==> config.mk <==
export PLATFORM = sky130hd
export DESIGN_NAME = spi_4094_driver
export DESIGN_NICKNAME = d
export VERILOG_FILES = /design/src/rtl/spi_4094_driver.sv
export SDC_FILE = /design/constraint.sdc
export NUM_CORES = 1
export LEC_CHECK = 0
export ABC_AREA = 1
export BUFFER_PORTS_ARGS = -buffer_cell sky130_fd_sc_hd__buf_2
export CORE_ASPECT_RATIO = 2
export CORE_MARGIN = 4
export CORE_UTILIZATION = 40
export DETAILED_ROUTE_END_ITERATION = 7
export PLACE_DENSITY = 0.62
export SLEW_MARGIN = 15
export SYNTH_ARGS = -nofsm -noshare
export SYNTH_HDL_FRONTEND = slang
export SYNTH_SLANG_ARGS = --single-unit
export TNS_END_PERCENT = 1
==> constraint.sdc <==
create_clock -name clk -period 4.34 [get_ports clk]
set_clock_uncertainty 0.2 [all_clocks]
set_input_delay 1.302 -clock clk [delete_from_list [all_inputs] [get_ports clk]]
set_output_delay 1.302 -clock clk [all_outputs]
set_load 0.05 [all_outputs]
==> src/rtl/spi_4094_driver.sv <==
// spi_4094_driver: serialises reg_4094 MSB-first into a daisy-chained 4094 shift register chain.
// Optional macro SPI_4094_DRIVER_READBACK_EN adds chain_qs/readback capture of the previous chain contents.
module spi_4094_driver #(
    parameter int WIDTH   = 24,
    parameter int CLK_DIV = 4
) (
    input  logic             clk,
    input  logic             rst,
    input  logic [WIDTH-1:0] reg_4094,
    input  logic             start,
    output logic             busy,
    output logic             done,
    output logic             out_clk,
    output logic             out_data,
    output logic             out_strobe,
    output logic             out_oe
`ifdef SPI_4094_DRIVER_READBACK_EN
    ,
    input  logic             chain_qs,
    output logic [WIDTH-1:0] readback
`endif
);
    localparam int CW = $clog2(WIDTH + 1);

    typedef enum logic [2:0] {IDLE, CLK_LO, CLK_HI, STROBE, FINISH} state_t;

    state_t           r_state, w_next;
    logic [WIDTH-1:0] r_shift, r_last;
    logic [CW-1:0]    r_cnt;
    logic [7:0]       r_div;
    logic             r_force, r_pend, r_oe;
    logic             w_begin, w_div_end;

    assign w_div_end = r_div == 8'(CLK_DIV - 1);
    assign w_begin   = r_state == IDLE && (start || r_pend || r_force || reg_4094 != r_last);

    // Outputs decode straight from state so an asynchronous reset drops them at once.
    always_comb begin
        w_next     = r_state;
        busy       = r_state == CLK_LO || r_state == CLK_HI || r_state == STROBE;
        done       = r_state == FINISH;
        out_clk    = r_state == CLK_HI;
        out_data   = (r_state == CLK_LO || r_state == CLK_HI) && r_shift[WIDTH-1];
        out_strobe = r_state == STROBE;
        out_oe     = r_oe;
        case (r_state)
            IDLE:    w_next = w_begin ? CLK_LO : IDLE;
            CLK_LO:  w_next = w_div_end ? CLK_HI : CLK_LO;
            CLK_HI:  w_next = w_div_end ? (r_cnt == CW'(1) ? STROBE : CLK_LO) : CLK_HI;
            STROBE:  w_next = w_div_end ? FINISH : STROBE;
            FINISH:  w_next = IDLE;
            default: w_next = IDLE;
        endcase
    end

    always_ff @(posedge clk or posedge rst) begin
        if (rst) begin
            r_state <= IDLE;
            r_shift <= '0;
            r_last  <= '0;
            r_cnt   <= '0;
            r_div   <= '0;
            r_force <= 1'b1;
            r_pend  <= 1'b0;
            r_oe    <= 1'b0;
        end else begin
            r_state <= w_next;
            r_div   <= (r_state == IDLE || r_state == FINISH || w_div_end) ? 8'd0 : r_div + 8'd1;
            if (start && r_state != IDLE)
                r_pend <= 1'b1;
            if (w_begin) begin
                r_shift <= reg_4094;
                r_last  <= reg_4094;
                r_force <= 1'b0;
                r_pend  <= 1'b0;
                r_cnt   <= CW'(WIDTH);
            end
            if (r_state == CLK_HI && w_div_end) begin
                r_shift <= r_shift << 1;
                r_cnt   <= r_cnt - CW'(1);
            end
            if (r_state == FINISH)
                r_oe <= 1'b1;
        end
    end

`ifdef SPI_4094_DRIVER_READBACK_EN
    logic [WIDTH-1:0] r_rb, r_readback;

    assign readback = r_readback;

    // QS' is sampled as out_clk rises, before the chain shifts, so the first sample is the old MSB.
    always_ff @(posedge clk or posedge rst) begin
        if (rst) begin
            r_rb       <= '0;
            r_readback <= '0;
        end else begin
            if (r_state == CLK_LO && w_div_end)
                r_rb <= {r_rb[WIDTH-2:0], chain_qs};
            if (r_state == FINISH)
                r_readback <= r_rb;
        end
    end
`endif
endmodule

### Yosys cells after proc, flatten, opt, wreduce, memory -nomap -nowiden

Index checks and enable logic that the tools add are counted.

| storage, ports and cells | value |
|---|---|
| bits in registers | 67 |
| input port bits | 27 |
| output and inout port bits | 6 |
| word-level logic and storage cells | 45 |

| operators by class | value |
|---|---|
| add/subtract/negate cells | 2 |
| eq/ne operators | 7 |
| multiplexer cells | 13 |
| reductions and logical operators | 15 |

Operators by type and width:

| kind | number |
|---|---|
| $mux W24 | 2 |
| $ne A24 B24 Y1 | 1 |
| $pmux W3 S4 | 1 |
| $mux W5 | 2 |
| $add A8 B1 Y8 const B | 1 |
| $eq A8 B2 Y1 const B | 1 |
| $mux W8 | 1 |
| $logic_or A1 B1 Y1 | 7 |
| $eq A3 B2 Y1 const B | 2 |
| $mux W2 | 3 |
| $eq A5 B1 Y1 const B | 1 |
| $sub A5 B1 Y5 const B | 1 |
| $logic_and A1 B1 Y1 | 4 |
| $reduce_bool A2 Y1 | 2 |
| $eq A3 B1 Y1 const B | 1 |
| $eq A3 B3 Y1 const B | 1 |
| $logic_not A3 Y1 | 1 |
| $mux W1 | 3 |
| $mux W3 | 1 |
| $reduce_bool A3 Y1 | 1 |

### Logic depth before layout (Yosys ltp)

Gate-level depths: netlist of run 1.

| logic depth | value |
|---|---|
| word-level depth | 6 |
| gate-level depth with buffers | 12 |
| depth with buffers taken out | 11 |

### Least setup slack after synthesis of run 1

No wires, ideal clock.

| timing | value |
|---|---|
| kind | register to output |
| from | register r_state[2] |
| to | output port out_data |
| data arrival time | 1.477 ns |
| required time | 2.838 ns |
| path slack | 1.361 ns |
| stages on the path, launching flop included | 3 |
| buffers on the path | 0 |
| cells stage by stage | dfrtp_1 > nor3_4 > o21a_1 |

| on the way | value |
|---|---|
| word-level cells in the longest chain between the ends | 3 |
| elaborated cells between the ends (all ways) | 4 |
| those cells by class | eq/ne: 2; reduce/logical: 2 |

Ends and longest elaborated chain:

| element | line | RTL |
|---|---|---|
| start, declared | 27 | `state_t r_state, w_next;` |
| start signal, assigned | 67 | `r_state <= w_next;` |
| $eq A3 B2 Y1 | -- |  |
| via out_clk | 13 | `output logic out_clk,` |
| $logic_or A1 B1 Y1 | 43 | `out_data = (r_state == CLK_LO \|\| r_state == CLK_HI) && r_shift[WIDTH-1];` |
| $logic_and A1 B1 Y1 | 43 |  |
| end, declared | 14 | `output logic out_data,` |

The timed path passes the listed nets, and every way through them passes these cells.

### Worst setup path in the final report of run 1

| timing | value |
|---|---|
| from | input port reg_4094[15] |
| to | register r_shift[23] |

| on the way | value |
|---|---|
| word-level cells in the longest chain between the ends | 4 |

Ends and longest elaborated chain:

| element | line | RTL |
|---|---|---|
| start, declared | 9 | `input logic [WIDTH-1:0] reg_4094,` |
| $ne A24 B24 Y1 | 35 | `assign w_begin = r_state == IDLE && (start \|\| r_pend \|\| r_force \|\| reg_4094 != r_last);` |
| $logic_or A1 B1 Y1 | 35 |  |
| $logic_and A1 B1 Y1 | 35 |  |
| $reduce_bool A2 Y1 (no line) | -- |  |
| end signal, assigned | 72 | `r_shift <= reg_4094;` |
| end signal, assigned | 79 | `r_shift <= r_shift << 1;` |
| end, declared | 28 | `logic [WIDTH-1:0] r_shift, r_last;` |

Every way passes these cells.
A chain may end at the register's enable or synchronous reset.

==> flow_summary.yaml, run 1 <==
power:
  p_seq_frac: 0.411
  pwr-share-comb: 0.037
  switchingPower_uw: 302.7
  p_per_area_nw_per_um2: 380.2
  cell_internal_pwr_uw: 1220
  swShare: 0.1988
  ir_drop_mv: 0.2182
  p_leak_uw: 0.002043
  clock_power_share: 0.552
placed_design:
  gp_congestion: 0.7860
  dpl_cell_area_sq_um: 3662
  dp_slack_ns: 0.8079
  dp.cells: 575
  io_buffer_count: 32
  place.detailed.hpwl_um: 5118
worst_setup_path:
  reg2reg_from: "r_last[14]"
  path_class: "input pin to register"
  cp.arrival_ns: 3.22
  reg2reg_slack_ns: 1.82
  required_ns: 4.36
  reg2reg_to: "r_shift[23]"
  cp-startpoint: "reg_4094[15]"
  endpoint_kind: "register"
  startpoint_type: "input pin"
  crit_path_max_fanout: 29
  worst_r2r_path_depth: 9
sta:
  setup_violations: 0
  setup_slack_ns: 1.131
  tns_ns: 0
  grt_setup_unrepaired: "false"
  finalCritPeriodShare: 0.7394
  hold_violations: 0
  whs_ns: 0.2462
  maxSlewViolCount: 0
  maxSlewHeadroom: 0.4179
  period_needed_ns: 3.209
  fmax_mhz: 311.6
  worst_pin_slew_ns: 0.8731
global_routing:
  track_usage: 0.1628
  grt_overflow: 0
  grt_pass1_vias: 2871
  grt_pass1_wl_um: 13080
  grt_antenna_before_repair: 0
  grt_max_degree: 68
cells_and_area:
  antenna_cells: 0
  final_common_cell: "nand2_1"
  final_cells: 591
  final_cell_mix: "nand2_1, dfrtp_1, inv_1, nand3_1, buf_2"
  fin_nets: 518
  area_delta_synth_final_pct: 14.98
  n_fill_cell: 846
  drive_gt1_frac: 0.1359
  finish.instance_area_sq_um: 4005
yosys:
  ys_async_sr_fraction: 1.000
  yosysSeqAreaShare: 0.4817
  syn-num-nets: 491
  yosys.cell_types.count: 31
  ys_ff_latch: 67
  synth_area_sq_um: 3483
  synth_warnings: 0
  synth_ff_type: "dfrtp_1"
  avgSynthCellArea_sq_um: 7.556
  synth_enable_flop_cells: 0
  synth_cells: 461
hold_path:
  holdCritStartpoint: "r_force"
  whs_endpoint: "r_force"
  min_path_type: "register to register"
  whs_path_depth: 2
clocking:
  cts_setup_buffers: 0
  tritoncts: "done"
  htreeDepth: 3
  clk_pin_slew_ns: 0.06
  insertion_delay_ns: 0.33
  cts_hold_buf: 0
  cts_buffers: 9
  cts-resized-gates: 0
  clock_path_buffers: 2
  clock-root-buffer: "clkbuf_16"
  clock_sinks: 67
flow_run:
  cap_violations: 0
drt:
  dr_total_vias: 2864
  avgViaCountPerCell: 4.846
  wirelength_um: 7483
  drtPass1Iterations: 6
  post_drt_wl_per_cell_um: 12.66
  drt_iter0_markers: 200
  drc: 0
  postRouteAntennaNets: 0
floorplan:
  start_util: 0.4142
  die_x_um: 73.99
  die_h_um: 140.0
  core_sq_um: 8409
  dieArea_sq_um: 10360
  row_count: 47
  io_pins: 33
outcome:
  status: "finished, final reports clean"
## layer usage
layer	wire length (um)	GRT usage	up-vias
met3	182	0.02726	10
met1	3181	0.1955	1333
met5	0	0	-
met4	139	0.07163	0
met2	3980	0.2772	35
li1	-	-	1486
## metrics by stage
step	util	total power, uW
3_3_place_gp	0.4355	694.5
2_1_floorplan	-	668.3
4_1_cts	0.4763	1543
6_report	0.4763	1523
5_1_grt	0.4763	1572
3_5_place_dp	0.4355	694.7
## logic make-up (layout without fill, tap and decap cells)
| logic type | after synthesis | after routing | synth area share |
|---|---|---|---|
| xor gates and xnor gates | 12 | 12 | 0.03018 |
| and+or+nand+nor | 259 | 259 | 0.3093 |
| adders and majority gates | 3 | 3 | 0.01078 |
| DFF | 67 | 67 | 0.4817 |
| AOI/OAI and AO/OA | 50 | 50 | 0.07436 |
| buffers and inverters | 70 | 102 | 0.09375 |
## power groups by stage
stage	clock, uW	combinational [uW]	sequential, uW
detailed placement	0	58.6	636
global placement	0	58.4	636
global route	881	66.3	625
finish	841	56.7	625
floorplan	0	32.2	636
CTS	859	58.8	625
## final cells by class
type	count	area (sq um)	share of cell area
Sequential cell	67	1678	0.4189
Tap cell	98	122.6	0.03062
Multi-Input combinational cell	324	1479	0.3693
Timing Repair Buffer	34	187.7	0.04686
Clock buffer	11	242.7	0.06061
Inverter	52	195.2	0.04873
Clock inverter	5	100.1	0.02499
## worst max-delay path by stage
stage	to	slack (ns)	cells after the start
3_5_place_dp	r_shift[23]	0.81	12
5_1_grt	r_shift[15]	0.89	12
6_report	r_shift[23]	1.13	12
4_1_cts	r_shift[23]	1.14	12
3_3_place_gp	r_shift[2]	0.84	9
2_1_floorplan	out_oe	1.16	1
## Yosys cell counts (4+ instances only)
cell type  count  share of area
nand3_1       33          0.047
o21ai_1       12          0.017
xor2_1         9          0.023
buf_6          7          0.023
nor2_1        30          0.032
or2_2          4         0.0072
buf_2          6         0.0086
nand2_1      175           0.19
inv_2          7         0.0075
nor3_1         8          0.011
clkbuf_1       4         0.0043
inv_1         45          0.048
dfrtp_1       66           0.47
o21ai_0       31          0.045
## state kept, by name, summed over array words and instances (netlist names)
name     count
r_pend       1
r_cnt        5
r_div        8
r_last      24
r_state      3
out_oe       1
r_force      1
r_shift     24
## critical path: stages
cell and delay, ns:
buf_2 0.10, inv_2 0.05, nand2_1 0.05, nand2_1 0.05
nor2_1 0.14, nand2_1 0.13, nor2_1 0.17, nand3_1 0.13
nand2_2 0.42, nand2_2 0.44, nand2_1 0.17, nand2_1 0.07
Power figures use the tool's default switching activity.
==> inputs of run 2 (changes only) <==
--- a/config.mk
+++ b/config.mk
@@ -11,7 +11,7 @@
 export CORE_MARGIN = 4
 export CORE_UTILIZATION = 40
 export DETAILED_ROUTE_END_ITERATION = 7
-export PLACE_DENSITY = 0.62
+export PLACE_DENSITY = 0.64
 export SLEW_MARGIN = 15
 export SYNTH_ARGS = -nofsm -noshare
 export SYNTH_HDL_FRONTEND = slang
==> constraint.sdc (replaced) <==
create_clock -name clk -period 2.7 [get_ports clk]
set_clock_uncertainty 0.2 [all_clocks]
set_input_delay 0.81 -clock clk [delete_from_list [all_inputs] [get_ports clk]]
set_output_delay 0.81 -clock clk [all_outputs]
set_load 0.05 [all_outputs]
==> run 2 against run 1 <==
Against the previous run:
- combinational power increased by 67%
- wire length increased by 0.61%
- non-clock buffer count increased by 4
- cell count increased by 0.68%
- largest cell class unchanged
- highest routed layer unchanged
==> flow_summary.yaml, run 2 (same netlist as run 1, synthesis figures left out) <==
outcome:
  status: "finished, final reports clean"
worst_setup_path:
  slowest_delay_ns: 0.43
  path_delay_family: "flip-flops"
  path_class: "register to primary output"
  path_cells: "inv_1 > nand2_1 > nor2_1 > o21a_1 > buf_2"
  cp.arrival_ns: 1.53
  critPathBufInv: 2
  startpoint_type: "register"
  cp_slowest_cell: "dfrtp_1"
  crit_path_max_fanout: 4
  required_ns: 1.69
  reg2reg_slack_ns: 0.57
  endpoint_kind: "primary output"
clocking:
  cts_buffers: 9
  clock_path_buffers: 2
  cts-resized-gates: 0
  clk_pin_slew_ns: 0.05
  htreeDepth: 3
  tritoncts: "done"
  clock-root-buffer: "clkbuf_16"
  clock_sinks: 67
  cts_setup_buffers: 0
  insertion_delay_ns: 0.33
  cts_hold_buf: 0
floorplan:
  die_h_um: 140.0
  die_x_um: 73.99
  row_count: 47
  core_sq_um: 8409
  dieArea_sq_um: 10360
  io_pins: 33
  start_util: 0.4142
power:
  pwr-share-comb: 0.037
  cell_internal_pwr_uw: 2086
  switchingPower_uw: 494.0
  p_per_area_nw_per_um2: 632.1
  swShare: 0.1915
  ir_drop_mv: 0.3331
  clock_power_share: 0.574
  p_leak_uw: 0.002080
  p_seq_frac: 0.389
sta:
  finalCritPeriodShare: 0.9406
  setup_violations: 0
  maxSlewHeadroom: 0.6746
  hold_violations: 0
  tns_ns: 0
  maxSlewViolCount: 0
  fmax_mhz: 393.8
  worst_pin_slew_ns: 0.4863
  period_needed_ns: 2.540
  grt_setup_unrepaired: "false"
global_routing:
  grt_pass1_vias: 2930
  track_usage: 0.1604
  grt_pass1_wl_um: 13160
  grt_overflow: 0
  grt_max_degree: 53
  grt_antenna_before_repair: 0
cells_and_area:
  finish.instance_area_sq_um: 4081
  n_fill_cell: 850
  final_cell_mix: "nand2_1, dfrtp_1, inv_1, nand3_1, buf_2"
  final_common_cell: "nand2_1"
  fin_nets: 522
  area_delta_synth_final_pct: 17.17
  antenna_cells: 0
  largestRegisters: "r_last: 24 flops, r_shift: 24 flops, r_div: 8 flops"
  drive_gt1_frac: 0.1429
drt:
  dr_total_vias: 2915
  wirelength_um: 7529
  drtPass1Iterations: 5
  post_drt_wl_per_cell_um: 12.65
  drc: 0
  drt_iter0_markers: 159
  postRouteAntennaNets: 0
  avgViaCountPerCell: 4.899
placed_design:
  dpl_cell_area_sq_um: 3705
  place.detailed.hpwl_um: 5172
  io_buffer_count: 32
  gp_congestion: 0.7951
flow_run:
  cap_violations: 0
hold_path:
  min_path_type: "register to register"
run 2: cell types whose count changed in the layout (fill, tap and decap cells not counted), sizes merged:
cell,delta
clkinv,-2
buf,+4
clkbuf,+1
bufinv,+1
run 2: power by group through the flow:
stage          Clock (uW)  Sequential [uW]  Combinational, uW
3_3_place_gp            0             1020               96.2
2_1_floorplan           0             1020               51.7
3_5_place_dp            0             1020               96.6
6_report             1480             1000               94.6
5_1_grt              1540             1000                110
4_1_cts              1500             1000               97.5
run 2: path summary, 6_finish.rpt:
path | start | end | cells after the start
max | r_state[2] | out_data | 5
min | r_force | r_force | 2
max reg2reg | r_div[0] | r_shift[12] | 10
min reg2reg | r_force | r_force | 2
max in group asynchronous | rst | r_force | 3
min in group asynchronous | rst | r_last[18] | 2
run 2: per-layer routing:
metal,up-vias,GRT usage,share of wire
li1,1492,-,-
met1,1371,0.1871,0.41
met2,40,0.2786,0.54
met4,0,0.06208,0.018
met5,-,0,0
met3,12,0.03372,0.029
run 2: worst min-delay path: stages (launching register included):
cell and delay (ns):
dfstp_2 0.37, inv_1 0.04, nor2_1 0.04
run 2: cell type report:
| type | instances | area, sq um | area share |
|---|---|---|---|
| multi-input cells | 324 | 1479 | 0.3624 |
| flip-flops and latches | 67 | 1678 | 0.4111 |
| well taps | 98 | 122.6 | 0.03004 |
| clock inverters | 4 | 120.1 | 0.02943 |
| clock buffers | 12 | 256.5 | 0.06284 |
| repair buffers | 38 | 230.2 | 0.05641 |
| inverters | 52 | 195.2 | 0.04782 |
run 2: per-stage QoR:
stage               worst slack (ns)  hold slack [ns]  instances  power, uW    util
global placement              0.1347           0.2310        579       1119  0.4406
floorplan                   0.008497           0.2237        461       1074       -
finish                        0.1605           0.2461        595       2580  0.4853
global route                 0.02818           0.2749        595       2657  0.4853
CTS                           0.1361           0.2526        595       2601  0.4853
detailed placement            0.1185           0.2434        579       1119  0.4406
